[src/rtl/sipo_frame_pkg.sv]
// Shared types for the serial-in/parallel-out framer.
// Latency: n/a (types and constant helpers only).
// Backpressure: n/a.
package sipo_frame_pkg;

  typedef enum logic [1:0] {
    IDLE   = 2'd0,
    SHIFT  = 2'd1,
    PARITY = 2'd2
  } sipo_state_e;

  // Counter width able to hold the values 0..data_width inclusive.
  function automatic int cnt_w(input int data_width);
    return $clog2(data_width + 1);
  endfunction

endpackage

[src/rtl/sipo_shift_reg.sv]
// Shift-left assembly register for serial bits, MSB first.
// Latency: q reflects load/shift/clear on the following clk edge.
// Backpressure: none; every asserted command is applied.
// Ports: clk, resetn (sync, active-low); clear zeroes q; load writes bit_in at the LSB
//        with all other bits zero; shift moves q left and inserts bit_in at the LSB.
//        Priority is reset/clear, then load, then shift.
module sipo_shift_reg #(
  parameter int DATA_WIDTH = 16
) (
  input  logic                  clk,
  input  logic                  resetn,
  input  logic                  clear,
  input  logic                  load,
  input  logic                  shift,
  input  logic                  bit_in,
  output logic [DATA_WIDTH-1:0] q
);

  always_ff @(posedge clk) begin
    if (!resetn || clear) begin
      q <= '0;
    end else if (load) begin
      q <= {{(DATA_WIDTH-1){1'b0}}, bit_in};
    end else if (shift) begin
      q <= {q[DATA_WIDTH-2:0], bit_in};
    end
  end

endmodule

[src/rtl/sipo_frame_ctrl.sv]
// Frames a serial bit stream into DATA_WIDTH-bit words with optional parity check.
// Latency: out_valid rises the cycle after the last bit (data or parity) is accepted.
// Backpressure: serial side has none; a word finishing while the holding register is full is dropped (overrun).
// Ports: clk, resetn (sync, active-low); sin_valid/sin_data/sin_start serial input;
//        out_valid/out_ready/out_data word output over a 1-entry holding register;
//        overrun, frame_err, parity_err are registered single-cycle event pulses.
module sipo_frame_ctrl
  import sipo_frame_pkg::*;
#(
  parameter int DATA_WIDTH = 16,
  parameter int PARITY_EN  = 0,
  parameter int PARITY_ODD = 0
) (
  input  logic                  clk,
  input  logic                  resetn,
  input  logic                  sin_valid,
  input  logic                  sin_data,
  input  logic                  sin_start,
  output logic                  out_valid,
  input  logic                  out_ready,
  output logic [DATA_WIDTH-1:0] out_data,
  output logic                  overrun,
  output logic                  frame_err,
  output logic                  parity_err
);

  localparam int             CW       = cnt_w(DATA_WIDTH);
  localparam logic [CW-1:0]  LAST_CNT = CW'(DATA_WIDTH - 1);
  localparam logic           PAR_TGT  = 1'(PARITY_ODD);

  sipo_state_e     state, state_nxt;
  logic [CW-1:0]   cnt, cnt_nxt;
  logic            par_acc, par_nxt;

  logic                  sr_clear, sr_load, sr_shift;
  logic [DATA_WIDTH-1:0] sr_q;

  logic                  word_vld;
  logic [DATA_WIDTH-1:0] word_dat;
  logic                  par_fail;
  logic                  start_err;
  logic                  drain;

  sipo_shift_reg #(
    .DATA_WIDTH (DATA_WIDTH)
  ) u_shift (
    .clk    (clk),
    .resetn (resetn),
    .clear  (sr_clear),
    .load   (sr_load),
    .shift  (sr_shift),
    .bit_in (sin_data),
    .q      (sr_q)
  );

  always_ff @(posedge clk) begin
    if (!resetn) begin
      state   <= IDLE;
      cnt     <= '0;
      par_acc <= 1'b0;
    end else begin
      state   <= state_nxt;
      cnt     <= cnt_nxt;
      par_acc <= par_nxt;
    end
  end

  always_comb begin
    state_nxt = state;
    cnt_nxt   = cnt;
    par_nxt   = par_acc;
    sr_clear  = 1'b0;
    sr_load   = 1'b0;
    sr_shift  = 1'b0;
    word_vld  = 1'b0;
    word_dat  = sr_q;
    par_fail  = 1'b0;
    start_err = 1'b0;

    if (sin_valid) begin
      if (sin_start) begin
        // A start bit always opens a new frame; arriving mid-frame it also
        // abandons the partial word and flags the framing error.
        start_err = (state != IDLE);
        sr_load   = 1'b1;
        cnt_nxt   = CW'(1);
        par_nxt   = sin_data;
        state_nxt = SHIFT;
      end else begin
        case (state)
          SHIFT: begin
            sr_shift = 1'b1;
            cnt_nxt  = cnt + CW'(1);
            par_nxt  = par_acc ^ sin_data;
            if (cnt == LAST_CNT) begin
              if (PARITY_EN != 0) begin
                state_nxt = PARITY;
              end else begin
                // The shift register has not absorbed this bit yet, so
                // the word is formed from its current contents plus the bit.
                word_vld  = 1'b1;
                word_dat  = {sr_q[DATA_WIDTH-2:0], sin_data};
                sr_clear  = 1'b1;
                cnt_nxt   = '0;
                state_nxt = IDLE;
              end
            end
          end
          PARITY: begin
            sr_clear  = 1'b1;
            cnt_nxt   = '0;
            state_nxt = IDLE;
            if ((par_acc ^ sin_data) == PAR_TGT) begin
              word_vld = 1'b1;
            end else begin
              par_fail = 1'b1;
            end
          end
          default: begin
            // IDLE: bits outside a frame are discarded.
          end
        endcase
      end
    end
  end

  assign drain = out_valid & out_ready;

  always_ff @(posedge clk) begin
    if (!resetn) begin
      out_valid  <= 1'b0;
      out_data   <= '0;
      overrun    <= 1'b0;
      frame_err  <= 1'b0;
      parity_err <= 1'b0;
    end else begin
      frame_err  <= start_err;
      parity_err <= par_fail;
      overrun    <= word_vld & out_valid & ~out_ready;
      // A slot being drained this cycle counts as free, so a word landing
      // on the drain edge replaces the old one without a bubble.
      if (word_vld && (!out_valid || out_ready)) begin
        out_data  <= word_dat;
        out_valid <= 1'b1;
      end else if (drain) begin
        out_valid <= 1'b0;
      end
    end
  end

endmodule
[config.mk]
export PLATFORM = sky130hd
export DESIGN_NAME = sipo_frame_ctrl
export DESIGN_NICKNAME = d
export VERILOG_FILES = /design/src/rtl/sipo_frame_pkg.sv /design/src/rtl/sipo_shift_reg.sv /design/src/rtl/sipo_frame_ctrl.sv
export SDC_FILE = /design/constraint.sdc
export NUM_CORES = 1
export LEC_CHECK = 0
export BUFFER_PORTS_ARGS = -buffer_cell sky130_fd_sc_hd__buf_4
export CORE_MARGIN = 5
export CORE_UTILIZATION = 49
export CTS_BUF_LIST = sky130_fd_sc_hd__clkbuf_8
export CTS_CLUSTER_DIAMETER = 50
export DETAILED_ROUTE_END_ITERATION = 10
export PLACE_DENSITY = 0.71
export SLEW_MARGIN = 20
export SYNTH_ARGS = -nofsm -noshare
export SYNTH_HDL_FRONTEND = slang
export SYNTH_SLANG_ARGS = --single-unit
[constraint.sdc]
create_clock -name clk -period 3 [get_ports clk]
set_input_delay 0 -clock clk [delete_from_list [all_inputs] [get_ports clk]]
set_output_delay 0 -clock clk [all_outputs]
set_load 0.02 [all_outputs]
==> impl_metrics.py, run 1 <==
metrics = {
    "min_path": {
        "hold_path_class": "primary input to flip-flop",
        "min_from": "sin_start",
    },
    "power_and_ir_drop": {
        "seq_power_share_pct": 54.1,
        "switching_power_uw": 204,
        "p_leak_nw": 0.709,
        "ir_drop_mv": 0.249,
        "p_per_area_nw_per_um2": 546,
        "p_int_uw": 791,
        "pwr-share-comb_pct": 3.9,
        "p_clk_share_pct": 42.0,
        "swShare_pct": 20.5,
    },
    "critical_path": {
        "cp_num_cells": 5,
        "crit_family": "simple AND/OR/NAND/NOR gates",
        "cp_cell_sequence": "ha_1 > and4b_1 > nor2_2 > a22oi_1 > nor2_1",
        "cp_num_buf_inv": 0,
        "timing.rr.end": "u_shift.q[5]$_SDFFE_PP0P_",
        "worstPathMaxFanout": 14,
        "crit_path_max_incr_delay_ps": 440,
        "crit_path_top_delay_cell": "nor2_2",
        "ff2ff_path_depth": 5,
        "endpoint": "u_shift.q[5]$_SDFFE_PP0P_",
        "rrSetupSlack_ps": 1340,
        "required_ps": 3210,
        "r2r-start": "cnt[0]$_SDFFE_PN0P_",
        "worstSetupPathType": "flip-flop to flip-flop",
        "worstPathArrival_ps": 1870,
        "cp-end-kind": "flip-flop",
        "cp-startpoint": "cnt[0]$_SDFFE_PN0P_",
        "start_kind": "flip-flop",
    },
    "global_route": {
        "use_met3_pct": 5.44,
        "use_met2_pct": 25.9,
        "grt_max_degree": 44,
        "grt.busiest_layer": "met2",
        "grt_pass1_vias": 1214,
        "antenna_found_initial": 0,
        "grt_pass1_wl_mm": 5.17,
        "grt_overflow_total": 0,
        "grt_use_met1_pct": 17.1,
        "global_route.usage.total_pct": 15.8,
    },
    "timing": {
        "setup_slack_ps": 1340,
        "setup-tns-final_ps": 0,
        "hold_viol_final": 0,
        "tightest_slew_ps": 550,
        "period_needed_ps": 1660,
        "skew_ps": 4.54,
        "timing.final.max_slew_violations": 0,
        "setup-violations-final": 0,
        "fin_crit_sh_pct": 55.4,
        "hold_ws_ps": 26.3,
        "rsz0062_at_grt": "false",
        "fmax_mhz": 602,
        "slew_headroom_pct": 63.3,
    },
    "place": {
        "gp_congestion": 0.897,
        "port_buffers": 24,
        "place_ws_ps": 1350,
        "post-dp-hpwl_mm": 2.04,
    },
    "synthesis": {
        "syn_area_sq_um": 1530,
        "synth_seq_cells": 40,
        "yosysWarnings": 0,
        "ys_seq_area_share_pct": 52.4,
        "avgSynthCellArea_sq_um": 8.99,
        "syn_nets": 177,
        "yosysTopAreaCell": "dfxtp_1",
        "synth.distinct_cells": 33,
        "yosys-top-cells-area": "dfxtp_1, a22oi_1, nand3_1, nand2_1, o21ai_0",
        "synth_top_area_share_pct": 52.4,
        "syn_inst": 170,
    },
    "detailed_routing": {
        "drt_iter0_drc": 146,
        "via_per_inst": 5.28,
        "route.detailed.drc": 0,
        "dr.pass1.iters": 4,
        "antenna_left": 0,
        "vias": 1247,
        "routedWlPerCell_um": 12.7,
        "wirelength_mm": 2.99,
    },
    "final_layout": {
        "finish.net_count": 198,
        "diodes": 0,
        "drive_gt1_share_pct": 18.8,
        "fin_util_pct": 60.2,
        "area_growth_pct": 19.1,
    },
    "cts": {
        "numCtsBuffers": 5,
        "clock-sinks": 40,
        "clk_path_buf_depth": 2,
        "post_cts_buffers": 0,
        "cts_root_buf": "clkbuf_8",
        "insertion_delay_ps": 290,
        "htreeDepth": 2,
        "cts_tree": "yes",
        "clk_pin_slew_ps": 70,
    },
    "die": {
        "dieHeight_um": 65.9,
        "ios": 26,
        "coreArea_sq_um": 3030,
        "rows": 20,
        "dieArea_sq_um": 4340,
        "initial_core_util_pct": 50.5,
        "fp.dieW_um": 65.9,
    },
    "run": {
        "drv_cap": 0,
    },
    "outcome": {
        "status": "finished, final reports clean",
    },
}
==> power groups by stage <==
stage	clock, mW	sequential [mW]	combinational, mW
2_1_floorplan	0	0.550	0.0273
3_3_place_gp	0	0.550	0.0358
3_5_place_dp	0	0.550	0.0366
4_1_cts	0.433	0.538	0.0390
5_1_grt	0.461	0.538	0.0431
6_report	0.418	0.538	0.0391
==> synthesized netlist by cell type <==
master / n
a41o_1: 1
clkbuf_1: 6
nor2b_1: 1
a21oi_1: 1
a21boi_0: 3
and2_1: 1
o21a_1: 2
nand3b_4: 1
o21ai_1: 2
nor3_1: 1
nand4b_1: 1
and4b_1: 1
nor3_4: 1
nor3b_1: 1
buf_4: 3
nand2_1: 24
nand3_1: 18
mux2i_1: 1
ha_1: 1
and3_1: 1
a22oi_1: 14
buf_6: 2
clkbuf_2: 1
conb_1: 1
inv_1: 1
o211ai_1: 1
buf_2: 1
o21ai_0: 16
dfxtp_1: 40
nor2_2: 1
o221a_2: 1
nor2_1: 19
o211a_1: 1
==> worst min path at each step <==
stage	to	slack, ps	cells after the start
6_report	cnt[4]$_SDFFE_PN0P_	30	3
5_1_grt	cnt[4]$_SDFFE_PN0P_	40	3
4_1_cts	cnt[4]$_SDFFE_PN0P_	10	3
3_5_place_dp	out_data[0]$_SDFFE_PN0P_	240	3
3_3_place_gp	out_data[0]$_SDFFE_PN0P_	230	3
2_1_floorplan	cnt[4]$_SDFFE_PN0P_	90	1
==> worst register-to-register path, stage by stage (launching register included) <==
cell,delay (ps)
dfxtp_1,340
ha_1,260
and4b_1,260
nor2_2,450
a22oi_1,150
nor2_1,140
==> per-stage QoR <==
| stage | instances | area, sq um | total power [mW] |
|---|---|---|---|
| floorplan | 170 | 1530 | 0.577 |
| global placement | 226 | 1690 | 0.586 |
| detailed placement | 226 | 1690 | 0.587 |
| CTS | 236 | 1820 | 1.01 |
| global route | 236 | 1820 | 1.04 |
| finish | 236 | 1820 | 0.995 |
==> logic make-up (layout without fill, tap and decap cells) <==
family                   after synthesis  count (layout)  share of synthesized area [%]
AO/OA/AOI/OAI                         42              42                           18.1
adder cells (fa/ha/maj)                1               1                          0.818
buffers and inverters                 14              36                           5.32
flip-flops                            40              40                           52.4
multiplexers                           1               1                          0.655
other                                  1               1                          0.245
AND/OR/NAND/NOR                       71              71                           22.5
==> layout by cell type, fill, tap and decap left out, types with 2 or more instances in the layout <==
cell type	instances
dfxtp_1	40
a22oi_1	14
inv_1	2
o21ai_1	2
nor2_1	19
o21a_1	2
clkbuf_8	5
dlygate4sd3_1	2
nand3_1	18
o21ai_0	16
a21boi_0	3
nand2_1	24
buf_4	25
==> cell type report <==
class                   count  area (sq um)
inverters                   1          3.75
clock inverters             3          38.8
flip-flops and latches     40           801
fillers                   281          1210
repair buffers             27           208
clock buffers               5          68.8
multi-input cells         116           647
well taps                  44          55.1
==> sequential cells by signal, summed over array words and instances (netlist names) <==
name	count
cnt	5
frame_err	1
out_data	16
out_valid	1
overrun	1
state	1
u_shift.q	15
==> layer usage <==
metal  up-vias  part of all wire, %
li1        632                    -
met1       590                   46
met2        19                   48
met3         6                  4.0
met4         0                  2.3
met5         -                    0
==> what timing repair did <==
action	CTS	global route
gates resized for setup	0	0
hold buffers	2	0
endpoints found under the hold margin	2	0
setup endpoints to repair	0	0
(Power assumes the default switching activity.)
==> inputs of run 2 (changes only) <==
ABC_AREA = 1   (was not set)
clock period = 1.7 ns   (was 3 ns; I/O delays follow)
==> run 2 against run 1 <==
Total power grew 69%. Hold slack gained 42 ps. Register-to-register slack lost 1100 ps. Via count grew 6.5%. Die area grew 3.7%.
==> impl_metrics.py, run 2 <==
metrics = {
    "outcome": {
        "status": "finished, final reports clean",
    },
    "cts": {
        "numCtsBuffers": 5,
        "cts_root_buf": "clkbuf_8",
        "insertion_delay_ps": 300,
        "cts_tree": "yes",
        "clk_path_buf_depth": 2,
        "clk_pin_slew_ps": 80,
        "htreeDepth": 2,
        "clock-sinks": 40,
    },
    "synthesis": {
        "yosysTopAreaCell": "dfxtp_1",
        "synthArstFlopShare_pct": 0,
        "synth_seq_cells": 40,
        "avgSynthCellArea_sq_um": 7.29,
        "yosys-top-cells-area": "dfxtp_1, nand2_1, nor2_1, a21oi_1, inv_1",
        "ys.flop_type": "dfxtp_1",
        "synth_most_common_cell": "nand2_1",
        "synth_edf_count": 0,
        "yosysWarnings": 0,
        "synth_top_area_share_pct": 50.2,
        "ys_seq_area_share_pct": 50.2,
        "synth_common_cells": "nand2_1, nor2_1, dfxtp_1",
        "syn_inst": 219,
        "synth.distinct_cells": 21,
        "syn_nets": 226,
        "syn_area_sq_um": 1600,
    },
    "die": {
        "ios": 26,
        "rows": 20,
        "fp.dieW_um": 67.1,
        "dieArea_sq_um": 4500,
        "initial_core_util_pct": 51.9,
        "dieHeight_um": 67.1,
        "coreArea_sq_um": 3080,
    },
    "run": {
        "drv_cap": 0,
    },
    "global_route": {
        "grt_max_degree": 33,
        "grt.busiest_layer": "met2",
        "use_met3_pct": 4.05,
        "global_route.usage.total_pct": 15.0,
        "use_met2_pct": 21.6,
        "grt_pass1_vias": 1192,
        "antenna_found_initial": 0,
        "grt_use_met1_pct": 19.8,
        "grt_pass1_wl_mm": 5.09,
        "grt_overflow_total": 0,
    },
    "critical_path": {
        "cp-end-kind": "flip-flop",
        "worstPathArrival_ps": 1700,
        "start_kind": "flip-flop",
        "required_ps": 1890,
        "worstPathMaxFanout": 16,
        "worstSetupPathType": "flip-flop to flip-flop",
    },
    "detailed_routing": {
        "via_per_inst": 4.53,
        "routedWlPerCell_um": 10.3,
        "wirelength_mm": 3.02,
        "drt_iter0_drc": 73,
        "antenna_left": 0,
        "route.detailed.drc": 0,
        "vias": 1328,
        "dr.pass1.iters": 4,
    },
    "timing": {
        "fmax_mhz": 665,
        "hold_viol_final": 0,
        "fin_crit_sh_pct": 88.5,
        "skew_ps": 3.61,
        "rsz0062_at_grt": "false",
        "timing.final.max_slew_violations": 0,
        "setup-tns-final_ps": 0,
        "period_needed_ps": 1500,
        "setup-violations-final": 0,
    },
    "final_layout": {
        "fin_util_pct": 62.8,
        "drive_gt1_share_pct": 16.5,
        "diodes": 0,
        "largest_reg_flops": 16,
        "final_cell_mix": "nand2_1, nor2_1, dfxtp_1, buf_4, inv_1",
        "finish.net_count": 255,
        "top_regs": "out_data x16, u_shift.q x15, cnt x5",
        "top_register": "out_data",
        "final_common_cell": "nand2_1",
        "area_growth_pct": 21.0,
        "filler_cell_count": 293,
    },
    "power_and_ir_drop": {
        "ir_drop_mv": 0.627,
        "p_clk_share_pct": 39.0,
        "switching_power_uw": 384,
        "p_per_area_nw_per_um2": 869,
        "seq_power_share_pct": 56.5,
        "p_int_mw": 1.30,
        "swShare_pct": 22.9,
        "pwr-share-comb_pct": 4.5,
        "p_leak_nw": 0.918,
    },
    "min_path": {
        "hold_path_class": "primary input to flip-flop",
    },
    "place": {
        "port_buffers": 24,
        "post-dp-hpwl_mm": 1.77,
        "gp_congestion": 0.862,
    },
}
-- run 2: cell types whose count changed in the layout (fill, tap and decap cells not counted), moves of 3 or more --
cell      change
nand3_4       +3
inv_1        +19
a21boi_0      -3
nand2_1      +49
nor2_1       +24
nand3_1      -16
a21oi_1      +16
a22oi_1      -13
o21ai_0      -14
-- run 2: logic make-up after synthesis --
family	synth area share, %
AOI/OAI and AO/OA	6.90
xor gates and xnor gates	0.549
adders and majority gates	0.784
buffers and inverters	9.95
DFF	50.2
other	0.235
and+or+nand+nor	31.4
-- run 2: critical path, cell delays in order, from the launching register on --
cell,delay [ps]
dfxtp_1,370
ha_1,190
nand3_1,150
nor2_4,230
nand3_4,230
nor2_1,170
nor2_1,60
-- run 2: final timing paths --
path | endpoint | startpoint | cells after the start | slack [ps]
worst max register to register | out_data[13]$_SDFFE_PN0P_ | cnt[0]$_SDFFE_PN0P_ | 6 | 200
worst min-delay path | out_data[14]$_SDFFE_PN0P_ | resetn | 3 | 70
worst max-delay path | out_data[13]$_SDFFE_PN0P_ | cnt[0]$_SDFFE_PN0P_ | 6 | 200
worst min register to register | u_shift.q[14]$_SDFFE_PP0P_ | u_shift.q[14]$_SDFFE_PP0P_ | 2 | 470
-- run 2: per-layer routing --
| layer | up-vias | share of wire, % |
|---|---|---|
| met3 | 7 | 6.6 |
| met5 | - | 0 |
| met4 | 0 | 2.5 |
| li1 | 716 | - |
| met1 | 571 | 47 |
| met2 | 34 | 43 |
-- run 2: final cells by class --
class	instances	area (sq um)	area share, %
Sequential cell	40	801	41.5
Multi-Input combinational cell	149	662	34.3
Timing Repair Buffer	31	243	12.6
Clock buffer	6	82.6	4.27
Inverter	21	78.8	4.08
Tap cell	44	55.1	2.85
Clock inverter	2	10.0	0.518
-- run 2: stage by stage --
stage               total power [mW]  setup slack (ps)  hold WS [ps]  cell area [sq um]  std cells
floorplan                       1.02               386           114               1600        219
global placement                1.04               225           246               1770        280
detailed placement              1.04               177           247               1770        280
CTS                             1.68               135          52.4               1910        292
global route                    1.74              24.9          82.6               1930        293
finish                          1.68               196          68.4               1930        293
-- run 2: power by group through the flow --
| stage | registers, mW | clock network (mW) | logic (mW) |
|---|---|---|---|
| after floorplan | 0.970 | 0 | 0.0488 |
| after global placement | 0.971 | 0 | 0.0667 |
| after detailed placement | 0.971 | 0 | 0.0660 |
| after CTS | 0.949 | 0.656 | 0.0722 |
| after global routing | 0.950 | 0.701 | 0.0853 |
| final | 0.949 | 0.655 | 0.0748 |
-- run 2: what timing repair did --
| action | 4_1_cts | 5_1_grt |
|---|---|---|
| setup endpoints to repair | 0 | 11 |
| endpoints found under the hold margin | 4 | 0 |
| setup buffers | 0 | 0 |
| resized for setup | 0 | 2 |
| hold buffers | 4 | 0 |
==> inputs of run 3 (changes only) <==
==> constraint.sdc (replaced) <==
create_clock -name clk -period 1.7 [get_ports clk]
set_input_delay 0.17 -clock clk [delete_from_list [all_inputs] [get_ports clk]]
set_output_delay 0.17 -clock clk [all_outputs]
set_load 0.02 [all_outputs]
==> run 3 against run 2 <==
Highest routed layer unchanged. Largest cell class unchanged. Cell count down 1.4%. First-iteration DRC count shrank 15%. Total power fell by 0.37%. Critical path type unchanged. Die area did not move. Register-to-register slack barely moved. Clock skew fell by 0.76 ps. Clock-buffer cell count stayed put. Clock power hardly changed. Fmax shrank 0.14%.
==> impl_metrics.py, run 3 (synthesis results as in run 2) <==
metrics = {
    "detailed_routing": {
        "routedWlPerCell_um": 10.3,
        "vias": 1331,
        "wirelength_mm": 2.97,
        "route.detailed.drc": 0,
        "drt_iter0_drc": 62,
        "via_per_inst": 4.61,
        "antenna_left": 0,
        "dr.pass1.iters": 4,
    },
    "outcome": {
        "status": "finished, final reports clean",
    },
    "power_and_ir_drop": {
        "p_leak_nw": 0.899,
        "p_per_area_nw_per_um2": 884,
        "switching_power_uw": 382,
        "p_clk_share_pct": 39.2,
        "pwr-share-comb_pct": 4.1,
        "report.power.total_mw": 1.67,
        "swShare_pct": 22.9,
        "p_int_mw": 1.29,
        "seq_power_share_pct": 56.7,
        "ir_drop_mv": 0.624,
    },
    "timing": {
        "setup-violations-final": 0,
        "fin_crit_sh_pct": 88.6,
        "rsz0062_at_grt": "false",
        "hold_ws_ps": 109,
        "fmax_mhz": 664,
        "skew_ps": 2.85,
        "timing.final.max_slew_violations": 0,
        "setup_slack_ps": 194,
        "hold_viol_final": 0,
        "period_needed_ps": 1510,
        "setup-tns-final_ps": 0,
    },
    "critical_path": {
        "crit_top_cell": "nor2_1",
        "cp-end-kind": "flip-flop",
        "rrSetupSlack_ps": 190,
        "worstPathMaxFanout": 16,
        "crit_path_top_delay_cell": "dfxtp_1",
        "required_ps": 1890,
        "worstPathArrival_ps": 1700,
        "ff2ff_path_depth": 6,
        "cp_cell_sequence": "ha_1 > nand3_1 > nor2_4 > nand3_4 > nor2_1 > nor2_1",
        "timing.rr.end": "out_data[13]$_SDFFE_PN0P_",
        "start_kind": "flip-flop",
        "crit_path_max_incr_delay_ps": 370,
        "worstSetupPathType": "flip-flop to flip-flop",
        "r2r-start": "cnt[0]$_SDFFE_PN0P_",
    },
    "global_route": {
        "antenna_found_initial": 0,
        "grt_pass1_wl_mm": 4.93,
        "grt_overflow_total": 0,
        "grt_pass1_vias": 1158,
        "grt_max_degree": 33,
        "global_route.usage.total_pct": 14.5,
    },
    "final_layout": {
        "diodes": 0,
        "area_growth_pct": 18.5,
        "finish.net_count": 251,
        "fin_area_sq_um": 1890,
        "final_common_cell": "nand2_1",
        "drive_gt1_share_pct": 16.7,
        "top_regs": "out_data x16, u_shift.q x15, cnt x5",
        "multi_input_area_sq_um": 662,
        "finalNonFillerCells": 289,
        "final_cell_mix": "nand2_1, nor2_1, dfxtp_1, buf_4, inv_1",
        "largest_reg_flops": 16,
        "ff_latch_area_sq_um": 801,
        "top_register": "out_data",
        "fin_util_pct": 61.5,
        "filler_cell_count": 299,
    },
    "cts": {
        "post_cts_buffers": 0,
        "cts_root_buf": "clkbuf_8",
        "cts_tree": "yes",
        "numCtsBuffers": 5,
        "clock-sinks": 40,
        "htreeDepth": 2,
        "insertion_delay_ps": 300,
        "clk_pin_slew_ps": 80,
        "clk_path_buf_depth": 2,
    },
    "die": {
        "dieArea_sq_um": 4500,
        "coreArea_sq_um": 3080,
        "dieHeight_um": 67.1,
        "initial_core_util_pct": 51.9,
        "ios": 26,
        "fp.dieW_um": 67.1,
        "rows": 20,
    },
    "run": {
        "drv_cap": 0,
    },
    "place": {
        "post-dp-hpwl_mm": 1.77,
        "placed_cell_area_sq_um": 1770,
        "port_buffers": 24,
        "dp_cells": 280,
        "gp_congestion": 0.862,
        "place_ws_ps": 177,
    },
    "min_path": {
        "whs_path_depth": 3,
        "min_from": "sin_data",
        "hold_path_class": "primary input to flip-flop",
        "holdPathEnd": "out_data[0]$_SDFFE_PN0P_",
    },
}
[run 3: cell types whose count changed in the layout (fill, tap and decap cells not counted)]
cell	before	now
dlygate4sd3_1	4	0
[run 3: per-layer routing]
metal / part of all wire [%] / up-vias / track usage (%)
li1: - / 707 / -
met1: 49 / 576 / 19.3
met2: 42 / 40 / 20.6
met3: 6.2 / 8 / 4.05
met4: 2.6 / 0 / 8.35
met5: 0 / - / 0
[run 3: critical path: cells and delay by family, from the launching register on]
family                     cells  cell delay [ps]
adders and majority gates      1              190
DFF                            1              370
and+or+nand+nor                5              840
[run 3: power by group through the flow]
stage,combinational [mW],sequential (mW),clock [mW]
2_1_floorplan,0.0488,0.970,0
3_3_place_gp,0.0667,0.971,0
3_5_place_dp,0.0660,0.971,0
4_1_cts,0.0663,0.949,0.656
5_1_grt,0.0784,0.950,0.701
6_report,0.0687,0.949,0.655
[run 3: how the worst max path moves through the flow]
stage                   startpoint                   endpoint  slack, ps  cells after the start
5_1_grt        cnt[0]$_SDFFE_PN0P_  out_data[14]$_SDFFE_PN0P_         20                      7
3_5_place_dp   cnt[0]$_SDFFE_PN0P_  out_data[13]$_SDFFE_PN0P_        180                      6
2_1_floorplan  cnt[0]$_SDFFE_PN0P_        cnt[3]$_SDFFE_PN0P_        390                      7
4_1_cts        cnt[0]$_SDFFE_PN0P_  out_data[13]$_SDFFE_PN0P_        130                      6
3_3_place_gp   cnt[0]$_SDFFE_PN0P_   out_data[4]$_SDFFE_PN0P_        220                      6
6_report       cnt[0]$_SDFFE_PN0P_  out_data[13]$_SDFFE_PN0P_        190                      6
[run 3: layout make-up]
cell class                 count  share of cell area (%)
clock inverter                 2                   0.529
clock buffer                   6                    4.37
inverter                      21                    4.17
sequential                    40                    42.3
multi-input combinational    149                    35.0
tap                           44                    2.91
timing repair buffer          27                    10.7
[run 3: what timing repair did]
action	CTS	global route
hold buffers	0	0
gates resized for setup	0	2
endpoints found under the setup margin	0	11
